[src/rtl/btn_conditioner.sv]
// btn_conditioner: per-channel synchronizer, debounce, press/release/long
// events, sticky pending flags and a registered interrupt.
module btn_conditioner #(
  parameter int N_BTN           = 4,
  parameter int DEBOUNCE_CYCLES = 1000000,
  parameter int LONG_CYCLES     = 100000000,
  parameter bit PRESSED_LEVEL   = 1'b1
) (
  input  logic             clk,
  input  logic             reset_n,
  input  logic [N_BTN-1:0] btn_raw,
  output logic [N_BTN-1:0] btn_level,
  output logic [N_BTN-1:0] btn_press,
  output logic [N_BTN-1:0] btn_release,
  output logic [N_BTN-1:0] btn_long,
  output logic [N_BTN-1:0] evt_pending,
  input  logic [N_BTN-1:0] evt_clr,
  output logic             irq
);

  localparam int DW = $clog2(DEBOUNCE_CYCLES + 1);
  localparam int HW = $clog2(LONG_CYCLES + 1);

  localparam logic [DW-1:0] DB_LAST   = DW'(DEBOUNCE_CYCLES - 1);
  localparam logic [HW-1:0] HOLD_LAST = HW'(LONG_CYCLES - 1);
  localparam logic [HW-1:0] HOLD_MAX  = HW'(LONG_CYCLES);

  logic [N_BTN-1:0] raw_norm;
  logic [N_BTN-1:0] sync_q1;
  logic [N_BTN-1:0] sync_q2;
  logic [N_BTN-1:0] diff;
  logic [N_BTN-1:0] db_done;
  logic [N_BTN-1:0] hold_done;
  logic [N_BTN-1:0] flip;
  logic [N_BTN-1:0] hold_hit;

  logic [DW-1:0] db_cnt   [N_BTN];
  logic [HW-1:0] hold_cnt [N_BTN];

  assign raw_norm = PRESSED_LEVEL ? btn_raw : ~btn_raw;

  always_ff @(posedge clk or negedge reset_n) begin
    if (!reset_n) begin
      sync_q1 <= '0;
      sync_q2 <= '0;
    end else begin
      sync_q1 <= raw_norm;
      sync_q2 <= sync_q1;
    end
  end

  always_comb begin
    db_done   = '0;
    hold_done = '0;
    for (int i = 0; i < N_BTN; i++) begin
      db_done[i]   = (db_cnt[i] == DB_LAST);
      hold_done[i] = (hold_cnt[i] == HOLD_LAST);
    end
  end

  // flip: this edge completes a full stable mismatch run
  assign diff     = sync_q2 ^ btn_level;
  assign flip     = diff & db_done;
  assign hold_hit = btn_level & ~flip & hold_done;

  always_ff @(posedge clk or negedge reset_n) begin
    if (!reset_n) begin
      btn_level   <= '0;
      btn_press   <= '0;
      btn_release <= '0;
      btn_long    <= '0;
      for (int i = 0; i < N_BTN; i++) begin
        db_cnt[i]   <= '0;
        hold_cnt[i] <= '0;
      end
    end else begin
      btn_level   <= btn_level ^ flip;
      btn_press   <= flip & ~btn_level;
      btn_release <= flip & btn_level;
      btn_long    <= hold_hit;
      for (int i = 0; i < N_BTN; i++) begin
        if (!diff[i] || flip[i]) begin
          db_cnt[i] <= '0;
        end else begin
          db_cnt[i] <= db_cnt[i] + DW'(1);
        end
        // saturating hold keeps btn_long from repeating
        if (!btn_level[i] || flip[i]) begin
          hold_cnt[i] <= '0;
        end else if (hold_cnt[i] != HOLD_MAX) begin
          hold_cnt[i] <= hold_cnt[i] + HW'(1);
        end
      end
    end
  end

  always_ff @(posedge clk or negedge reset_n) begin
    if (!reset_n) begin
      evt_pending <= '0;
      irq         <= 1'b0;
    end else begin
      evt_pending <= (evt_pending & ~evt_clr) | btn_press;
      irq         <= |evt_pending;
    end
  end

endmodule
[config.mk]
export PLATFORM = sky130hd
export DESIGN_NAME = btn_conditioner
export DESIGN_NICKNAME = d
export VERILOG_FILES = /design/src/rtl/btn_conditioner.sv
export SDC_FILE = /design/constraint.sdc
export NUM_CORES = 1
export LEC_CHECK = 0
export ABC_AREA = 1
export BUFFER_PORTS_ARGS = -buffer_cell sky130_fd_sc_hd__buf_2
export CORE_ASPECT_RATIO = 0.8
export CORE_MARGIN = 2
export CORE_UTILIZATION = 31
export CTS_CLUSTER_DIAMETER = 40
export DETAILED_ROUTE_END_ITERATION = 12
export PLACE_DENSITY = 0.54
export SYNTH_ARGS = -nofsm -noshare
export SYNTH_HDL_FRONTEND = slang
export SYNTH_SLANG_ARGS = --single-unit
[constraint.sdc]
create_clock -name clk -period 1.8 [get_ports clk]
set_input_delay 0.27 -clock clk [delete_from_list [all_inputs] [get_ports clk]]
set_output_delay 0.27 -clock clk [all_outputs]
set_load 0.005 [all_outputs]
==> impl_metrics.toml <==
[grt]
grt_pass1_wl_um = 52400
track_usage = 0.148
grt_max_degree = 50
grt-ovfl-total = 0
antenna_found_initial = 0
grt_pass1_vias = 10800

[timing]
maxSlewViolCount = 0
fmax_mhz = 603
rsz0062_at_grt = "true"
tightest_slew_ps = 367
fin_hold_ws_ps = 240
finalSetupViolCount = 0
relSlewSlack = 0.754
hold_viol_final = 0
finalSetupTns_ps = 0
fin_crit_sh = 0.922
period_needed_ps = 1660
skew_ps = 19.7
setup_ws_ps = 141

[place]
hpwl_um = 22100
port_buffers = 30
place.gp.congestion = 0.905
pre_cts_ws_ps = 147

[clock_tree]
cts.clk_slew.worst_paths_ps = 50
cts.sinks = 217
insertion_delay_ps = 520
root_buffer = "clkbuf_16"
cts.htree.levels = 2
cts_tree = "built"
cts_max_path_buffers = 3
cts_made_buffers = 39

[logic_synthesis]
synthCells = 1826
seq_area_frac_synth = 0.430
ys_ff_latch = 217
synth_cell_type_count = 27
syn_area_per_cell_sq_um = 6.92
synth_area_sq_um = 12600
ys_warn_count = 0
synth_fp_nets = 1848

[power_and_ir_drop]
total_power_uw = 12200
power_density_nw_per_um2 = 817
p_leak_uw = 0.00615
p_switching_uw = 2850
seq_power_share = 0.404
p_sw_frac = 0.233
irDropWorstVdd_v = 0.000646
p_comb_frac = 0.020
p_int_uw = 9380
clkPwrFrac = 0.576

[layout]
num_antenna_cells = 0
area.growth.synth_to_final_pct = 18.5
final_common_cell = "nand2_1"
drive_gt1_frac = 0.0814
num-fill-cells = 4274
final_core_util = 0.371
layout.nets = 1935
layout_common_cells = "542 x nand2_1, 491 x nor2_1, 217 x dfrtp_1, 197 x inv_1, 115 x nand3_1"

[worst_hold_path]
holdCritPathClass = "in -> async"

[drt]
vias_per_cell = 4.51
final_antenna_net_count = 0
drc_errors = 0
wl_per_cell_um = 12.2
vias = 11200
wl_um = 30300
drt_pass1_iterations = 5
drt-initial-drc-count = 754

[die]
pin_count = 31
dieArea_sq_um = 42400
die_h_um = 185
row_count = 66
fp.coreArea_sq_um = 40400
start_util = 0.313
fp.dieW_um = 230

[flow_run]
maxCapViolations = 0

[critical_path]
arrival_ps = 2050
worstReg2RegEnd = "db_cnt[68]$_DFF_PN0_"
r2r_slack_ps = 140
r2r_start = "db_cnt[60]$_DFF_PN0_"
critical_path_required_ps = 2190
startpoint = "db_cnt[60]$_DFF_PN0_"
cp_max_fo = 19
worst_r2r_path_depth = 8
crit_type = "reg -> reg"
startpoint_type = "flip-flop"
end_kind = "flip-flop"

[status]
status = "completed"
[per-layer routing]
metal / global-route usage / share of wire
met1: 0.213 / 0.51
met2: 0.225 / 0.41
met3: 0.0292 / 0.050
met4: 0.0447 / 0.022
met5: 0 / 0
[power groups by stage]
| stage | Sequential, uW | Combinational (uW) | Clock [uW] |
|---|---|---|---|
| after floorplan | 5020 | 79.5 | 0 |
| after global placement | 5020 | 241 | 0 |
| after detailed placement | 5030 | 245 | 0 |
| after CTS | 4940 | 260 | 7290 |
| after global routing | 4940 | 292 | 7520 |
| final | 4940 | 249 | 7040 |
[kinds of logic after synthesis]
group,synth area share
flops,0.430
compound gates,0.0164
simple gates,0.405
xor+xnor,0.0649
buf+inv,0.0717
fa+ha+maj,0.0119
[cells in the mapped netlist]
cell type / n / share of area
o21bai_1: 5 / 0.0030
dfrtp_1: 217 / 0.43
nand3b_1: 1 / 0.00059
nor2_2: 6 / 0.0030
nand3_1: 115 / 0.046
nand3_2: 5 / 0.0040
xor2_1: 56 / 0.039
xor2_2: 3 / 0.0039
a21oi_1: 22 / 0.0087
o21ai_0: 12 / 0.0048
nand2_1: 542 / 0.16
nor2_1: 492 / 0.15
nor3b_1: 4 / 0.0024
nor3_1: 33 / 0.013
clkbuf_1: 1 / 0.00030
nor2_4: 6 / 0.0054
buf_4: 2 / 0.0012
nand2_2: 8 / 0.0040
nand2_4: 1 / 0.00089
or2_2: 3 / 0.0015
nand4_2: 1 / 0.00099
inv_1: 197 / 0.059
nand4_1: 33 / 0.016
buf_2: 7 / 0.0028
ha_1: 12 / 0.012
buf_6: 10 / 0.0089
xnor2_1: 32 / 0.022
[worst max-delay path: stages (launching register included)]
cell,delay [ps]
dfrtp_1,430
ha_1,230
nand3_2,110
inv_1,90
nand3_1,100
inv_1,120
nand3_2,190
nand2_8,190
nor3_1,70
[sequential cells by signal, indices dropped and copies added (netlist names), named ones only]
signal       count
btn_long         4
btn_press        4
btn_release      4
db_cnt          80
evt_pending      4
hold_cnt       108
irq              1
sync_q1          4
sync_q2          4
[how the worst max path moves through the flow]
stage                                     to
global placement    hold_cnt[91]$_DFFE_PN0P_
CTS                     db_cnt[68]$_DFF_PN0_
floorplan           hold_cnt[67]$_DFFE_PN0P_
detailed placement  hold_cnt[91]$_DFFE_PN0P_
global route            db_cnt[76]$_DFF_PN0_
finish                  db_cnt[68]$_DFF_PN0_
[stage by stage]
| step | cell area (sq um) | instances |
|---|---|---|
| 2_1_floorplan | 12600 | 1826 |
| 3_3_place_gp | 13600 | 2406 |
| 3_5_place_dp | 13600 | 2406 |
| 4_1_cts | 14900 | 2485 |
| 5_1_grt | 15000 | 2486 |
| 6_report | 15000 | 2486 |
[layout make-up]
| cell class | count | area, sq um | share of cell area |
|---|---|---|---|
| flip-flops and latches | 217 | 5430 | 0.363 |
| clock buffers | 44 | 1000 | 0.0671 |
| inverters | 197 | 739 | 0.0494 |
| well taps | 544 | 681 | 0.0455 |
| repair buffers | 66 | 553 | 0.0369 |
| clock inverters | 26 | 249 | 0.0166 |
| multi-input cells | 1392 | 6310 | 0.422 |
[what timing repair did]
item,4_1_cts,5_1_grt
endpoints found under the setup margin,0,61
setup buffers,0,1
endpoints found under the hold margin,57,0
resized for setup,0,4
hold buffers,9,0
No activity file was read; power rests on OpenSTA's default activity.
